==> src/rtl/trace_pkg.sv <==
// Shared types for the decision-trail stack: entry layout, command and FSM encodings.
package trace_pkg;

    localparam int unsigned TRACE_VAR_W = 9;
    localparam int unsigned ENTRY_W     = TRACE_VAR_W + 2;

    typedef struct packed {
        logic                   typ;     // 0 decide, 1 forced
        logic                   val;
        logic [TRACE_VAR_W-1:0] var_idx;
    } entry_t;

    typedef enum logic [1:0] {
        CMD_NOP       = 2'd0,
        CMD_PUSH      = 2'd1,
        CMD_POP       = 2'd2,
        CMD_BACKTRACK = 2'd3
    } cmd_e;

    typedef enum logic [1:0] {
        ST_IDLE   = 2'd0,
        ST_UNWIND = 2'd1,
        ST_REPUSH = 2'd2
    } state_e;

endpackage

==> src/rtl/trace_stack_mem.sv <==
// Entry storage: one synchronous write port, one combinational read port, no reset.
module trace_stack_mem #(
    parameter int unsigned DEPTH = 128,
    parameter int unsigned WIDTH = 11,
    parameter int unsigned AW    = 7
) (
    input  logic             clock,
    input  logic             we_i,
    input  logic [AW-1:0]    waddr_i,
    input  logic [WIDTH-1:0] wdata_i,
    input  logic [AW-1:0]    raddr_i,
    output logic [WIDTH-1:0] rdata_o
);

    logic [WIDTH-1:0] mem_q [DEPTH];

    always_ff @(posedge clock) begin
        if (we_i) mem_q[waddr_i] <= wdata_i;
    end

    assign rdata_o = mem_q[raddr_i];

endmodule

==> src/rtl/trace_stack.sv <==
// LIFO decision trail with push/pop and a multi-cycle backtrack that flips the last decision.
module trace_stack
    import trace_pkg::*;
#(
    parameter int unsigned DEPTH = 128,
    parameter int unsigned VAR_W = 9,
    parameter int unsigned PTR_W = $clog2(DEPTH + 1)
) (
    input  logic             clock,
    input  logic             reset,
    input  logic             cmd_valid,
    input  logic [1:0]       cmd,
    input  logic             type_in,
    input  logic             val_in,
    input  logic [VAR_W-1:0] var_in,
    output logic             ready,
    output logic             out_valid,
    output logic             type_out,
    output logic             val_out,
    output logic [VAR_W-1:0] var_out,
    output logic             out_flip,
    output logic             top_valid,
    output logic             top_type,
    output logic             top_val,
    output logic [VAR_W-1:0] top_var,
    output logic [PTR_W-1:0] count,
    output logic [PTR_W-1:0] level,
    output logic             empty,
    output logic             full,
    output logic             overflow,
    output logic             underflow,
    output logic             unsat
);

    localparam int unsigned E_W = VAR_W + 2;
    localparam int unsigned AW  = (DEPTH > 1) ? $clog2(DEPTH) : 1;

    state_e           state_q, state_d;
    logic [PTR_W-1:0] count_q, count_d, level_q, level_d;
    logic             out_valid_q, out_valid_d, out_flip_q, out_flip_d;
    logic [E_W-1:0]   out_entry_q, out_entry_d;
    logic             ovf_q, ovf_d, udf_q, udf_d, unsat_q, unsat_d;
    logic [VAR_W:0]   saved_q, saved_d;   // {val, var} of the decision being flipped

    logic             mem_we;
    logic [AW-1:0]    mem_waddr;
    logic [E_W-1:0]   mem_wdata, top_entry;
    logic             is_empty, is_full;

    assign is_empty = (count_q == '0);
    assign is_full  = (count_q == PTR_W'(DEPTH));

    trace_stack_mem #(.DEPTH(DEPTH), .WIDTH(E_W), .AW(AW)) u_mem (
        .clock   (clock),
        .we_i    (mem_we),
        .waddr_i (mem_waddr),
        .wdata_i (mem_wdata),
        .raddr_i (AW'(count_q - PTR_W'(1))),
        .rdata_o (top_entry)
    );

    always_ff @(posedge clock) begin
        if (reset) begin
            state_q     <= ST_IDLE;
            count_q     <= '0;
            level_q     <= '0;
            out_valid_q <= 1'b0;
            out_flip_q  <= 1'b0;
            out_entry_q <= '0;
            ovf_q       <= 1'b0;
            udf_q       <= 1'b0;
            unsat_q     <= 1'b0;
            saved_q     <= '0;
        end else begin
            state_q     <= state_d;
            count_q     <= count_d;
            level_q     <= level_d;
            out_valid_q <= out_valid_d;
            out_flip_q  <= out_flip_d;
            out_entry_q <= out_entry_d;
            ovf_q       <= ovf_d;
            udf_q       <= udf_d;
            unsat_q     <= unsat_d;
            saved_q     <= saved_d;
        end
    end

    always_comb begin
        state_d     = state_q;
        count_d     = count_q;
        level_d     = level_q;
        out_valid_d = 1'b0;
        out_flip_d  = 1'b0;
        out_entry_d = out_entry_q;
        ovf_d       = ovf_q;
        udf_d       = udf_q;
        unsat_d     = unsat_q;
        saved_d     = saved_q;
        mem_we      = 1'b0;
        mem_waddr   = AW'(count_q);
        mem_wdata   = {type_in, val_in, var_in};

        case (state_q)
            ST_IDLE: begin
                if (cmd_valid) begin
                    case (cmd_e'(cmd))
                        CMD_PUSH: begin
                            if (is_full) begin
                                ovf_d = 1'b1;
                            end else begin
                                mem_we  = 1'b1;
                                count_d = count_q + PTR_W'(1);
                                if (!type_in) level_d = level_q + PTR_W'(1);
                            end
                        end
                        CMD_POP: begin
                            if (is_empty) begin
                                udf_d = 1'b1;
                            end else begin
                                out_valid_d = 1'b1;
                                out_entry_d = top_entry;
                                count_d     = count_q - PTR_W'(1);
                                if (!top_entry[E_W-1]) level_d = level_q - PTR_W'(1);
                            end
                        end
                        CMD_BACKTRACK: begin
                            if (is_empty) unsat_d = 1'b1;
                            else          state_d = ST_UNWIND;
                        end
                        default: ;
                    endcase
                end
            end
            ST_UNWIND: begin
                if (is_empty) begin
                    unsat_d = 1'b1;
                    state_d = ST_IDLE;
                end else begin
                    out_valid_d = 1'b1;
                    out_entry_d = top_entry;
                    count_d     = count_q - PTR_W'(1);
                    if (!top_entry[E_W-1]) begin
                        level_d = level_q - PTR_W'(1);
                        saved_d = top_entry[VAR_W:0];
                        state_d = ST_REPUSH;
                    end else if (count_q == PTR_W'(1)) begin
                        // Last forced entry gone with no decision left to flip.
                        unsat_d = 1'b1;
                        state_d = ST_IDLE;
                    end
                end
            end
            ST_REPUSH: begin
                mem_we      = 1'b1;
                mem_wdata   = {1'b1, ~saved_q[VAR_W], saved_q[VAR_W-1:0]};
                count_d     = count_q + PTR_W'(1);
                out_valid_d = 1'b1;
                out_flip_d  = 1'b1;
                out_entry_d = {1'b1, ~saved_q[VAR_W], saved_q[VAR_W-1:0]};
                state_d     = ST_IDLE;
            end
            default: state_d = ST_IDLE;
        endcase
    end

    assign ready     = (state_q == ST_IDLE);
    assign out_valid = out_valid_q;
    assign out_flip  = out_flip_q;
    assign type_out  = out_entry_q[E_W-1];
    assign val_out   = out_entry_q[VAR_W];
    assign var_out   = out_entry_q[VAR_W-1:0];
    assign top_valid = !is_empty;
    assign top_type  = top_entry[E_W-1];
    assign top_val   = top_entry[VAR_W];
    assign top_var   = top_entry[VAR_W-1:0];
    assign count     = count_q;
    assign level     = level_q;
    assign empty     = is_empty;
    assign full      = is_full;
    assign overflow  = ovf_q;
    assign underflow = udf_q;
    assign unsat     = unsat_q;

endmodule

==> config.mk <==
export PLATFORM = sky130hd
export DESIGN_NAME = trace_stack
export DESIGN_NICKNAME = d
export VERILOG_FILES = /design/src/rtl/trace_pkg.sv /design/src/rtl/trace_stack_mem.sv /design/src/rtl/trace_stack.sv
export SDC_FILE = /design/constraint.sdc
export NUM_CORES = 2
export LEC_CHECK = 0
export CAP_MARGIN = 20
export CORE_UTILIZATION = 45
export DETAILED_ROUTE_END_ITERATION = 6
export PLACE_DENSITY = 0.72
export SLEW_MARGIN = 20
export SYNTH_ARGS = -nofsm -noshare
export SYNTH_HDL_FRONTEND = slang
export SYNTH_HIERARCHICAL = 1
export SYNTH_SLANG_ARGS = --single-unit
==> constraint.sdc <==
create_clock -name clock -period 9.6 [get_ports clock]
set_clock_uncertainty 0.05 [all_clocks]
set_input_delay 0.96 -clock clock [delete_from_list [all_inputs] [get_ports clock]]
set_output_delay 0.96 -clock clock [all_outputs]
set_load 0.1 [all_outputs]
==> metrics <==
status complete, no violations; worst-skew pair later-pin latency between 0.7 and 0.8 ns; CTS tree yes; area added between synthesis and finish 13.3%; antenna viol nets, final 0; Net Sw Power around 8100 uW; CTS Buffer Depth 3; setup TNS 0 ns; Pwr Density approximately 340 mW/mm^2; Core Box Area 0.124 sq mm; WP data arrival 6.59 ns; Die Height roughly 360 um; syn_nets 2,531; Final min period around 7.6 ns; Main synth FF type edfxtp_1; share of cells above drive strength 1 approximately 30%; worst-path fanout max 69; die area approximately 0.13 sq mm; unrepaired setup endpoints after global routing false; period utilisation layout between 70 and 80%; Worst Hold Depth 2; CTS Root Cell clkbuf_16; Starting Density ~46%; Hold EP underflow; routed wire length ~130,000 um; NumNets Final 2,701; EDFF count, synth 1,408; Placement Rows approximately 130; final hold viol count 0; Reg clk slew, reported paths ~0.060 ns; Fill cells approximately 9,300; wire length per cell 29.9 um; Flop pwr share between 30% and 40%; Comb pwr share 43.1%; CP startpoint kind flop; setup repair bufs after CTS 0; DR pass1 iterations 5; initial antenna violation count 3; vias ~27,000; fin. max-slew vios 0; Avg Inst Size Synth 22.7 sq um; IO buf count 62; first-pass GRT wire length a little under 200,000 um; relative slew slack approximately 24%; mapped cell area approximately 0.057 sq mm; FF-to-FF setup slack 3.21 ns; Mapped Cells 2,504; H-tree depth 4; hold_sp underflow; DRC 0; clock share of power between 20% and 30%; Sw Share between 30% and 40%; Initial DRC Count 3,931; vias in the first global route 27,400; reg2reg start count[0]; Int Pwr 13,800 uW; R2R Path End level[2]; Slew @ Worst Pin between 1 and 1.5 ns; routability cong. 0.865; Ys Warns 6; Inserted Clock Buffers 136; detailed placement HPWL between 70,000 and 80,000 um; post-synth top area share approximately three quarters; largest net degree at the start of global routing 141; Synth cell types 53; cts repair resizes 0; Die X approximately 360 um; worst vdd ir around 0.00051 V; TritonCTS Sinks around 1,500; Register-to-Register Path Depth 14; Yosys reg bits approximately 1,500; FMAX between 100 and 150 MHz; via/cell ratio just over 6; biggest area consumer among synthesized cells edfxtp_1; Lkg Pwr ~0.02 uW; hold buffers post-CTS 0; gr usage total a little over a fifth; commonest cells after routing, fill and taps aside edfxtp_1, mux4_2, nor2_1, clkbuf_16, buf_4; MaxCap Viol Count 0; final setup vio count 0; total gr overflow 0; Worst Setup End Kind output port; most common cell after layout, fill and taps aside edfxtp_1; sequential element share of the synthesized area about three quarters; Critical Path RT around 8.6 ns; share of flip-flops with an asynchronous set or reset 0%; Area contributors post-synth edfxtp_1, mux4_2, dfxtp_1, nor2_1, clkbuf_1; Post-Route Utilization between 50% and 60%; HP Class flop to flop; Ports 63; WS Path Type flop to output port
==> final cells by class <==
| class | count | area, sq um | area share [%] |
|---|---|---|---|
| clock inverter | 92 | 827 | 1.29 |
| tap | 1637 | 2050 | 3.19 |
| antenna | 3 | 7.51 | 0.0117 |
| sequential | 1452 | 43200 | 67.2 |
| clock buffer | 159 | 3570 | 5.56 |
| timing repair buffer | 170 | 1490 | 2.32 |
| inverter | 18 | 81.3 | 0.127 |
| multi-input combinational | 896 | 13100 | 20.3 |
==> how the worst max path moves through the flow <==
stage | from | end | slack [ns] | cells after the start
global placement | count[0] | top_val | 2.67 | 8
finish | count[0] | top_var[8] | 2.00 | 10
CTS | count[0] | top_var[8] | 1.83 | 8
global route | count[0] | top_val | 1.63 | 8
detailed placement | count[0] | top_var[8] | 2.65 | 8
floorplan | state_q[0] | u_mem/mem_q[0][9] | 2.45 | 5
==> per-stage QoR <==
| step | cells | total power (uW) | hold WS [ns] | worst slack (ns) | area [sq um] |
|---|---|---|---|---|---|
| 2_1_floorplan | 2504 | 13800 | 0.419 | 2.45 | 56700 |
| 3_3_place_gp | 4171 | 16500 | 0.412 | 2.67 | 59700 |
| 3_5_place_dp | 4172 | 16600 | 0.419 | 2.65 | 59800 |
| 4_1_cts | 4423 | 21900 | 0.433 | 1.83 | 64200 |
| 5_1_grt | 4424 | 22500 | 0.455 | 1.63 | 64300 |
| 6_report | 4427 | 21900 | 0.432 | 2.00 | 64300 |
==> per-layer routing <==
metal / routed length [um] / part of all wire, % / vias up / GRT usage (%)
met2: 65200 / 49 / 1627 / 34.0
met3: 14000 / 11 / 238 / 4.56
met5: 27 / 0.020 / - / 0
met1: 49900 / 38 / 14500 / 29.1
li1: - / - / 10900 / -
met4: 3480 / 2.6 / 4 / 6.38
==> worst max-delay path, cell delays in order (launching register included) <==
cell             delay [ns]
dfxtp_1                0.36
inv_8                  0.49
ha_1                   0.46
nor3b_1                0.35
xnor2_1                0.17
clkinv_2               0.57
buf_4                  0.84
mux4_2                 0.48
mux4_2                 0.61
mux2_2                 0.36
clkdlybuf4s50_1        0.98
==> synth_stat cells (4+ instances only) <==
library cell	instances
clkbuf_1	80
edfxtp_1	1408
nor3b_1	5
mux4_2	462
or3_1	5
nand3_1	21
dfxtp_1	44
buf_6	4
nor2b_1	12
mux2i_1	23
ha_1	11
and3_1	4
o32ai_1	4
a31oi_1	5
buf_1	18
a211oi_1	10
inv_1	18
buf_2	33
o21ai_0	15
nand2b_1	7
xnor2_1	4
nor4_1	4
a21oi_1	21
mux2_2	21
nand4_1	4
nand2_1	28
nor3_1	19
nor2_1	173
==> power by group through the flow <==
stage | sequential (uW) | clock (uW) | combinational (uW)
global route | 7140 | 5630 | 9730
CTS | 7140 | 5400 | 9410
floorplan | 7550 | 0 | 6240
detailed placement | 7280 | 0 | 9360
global placement | 7270 | 0 | 9260
finish | 7140 | 5330 | 9440
==> kinds of logic (layout without fill, tap and decap cells) <==
kind of cell	count (synthesis)	in the layout	synth area share, %
muxes	506	506	19.2
DFF	1452	1452	76.1
adders and majority gates	11	11	0.243
buffers and inverters	156	439	1.18
other	0	3	0
xor gates and xnor gates	6	6	0.0926
AOI/OAI and AO/OA	78	78	0.909
and+or+nand+nor	295	295	2.34
==> sequential cells by signal, summed over array words and instances, names as in the netlist <==
signal,flops
out_flip,1
out_valid,1
state_q,2
level,8
unsat,1
underflow,1
u_mem/mem_q,1408
overflow,1
saved_q,10
count,8
out_entry_q,11
Note: power is estimated with default switching activity, not from simulation.
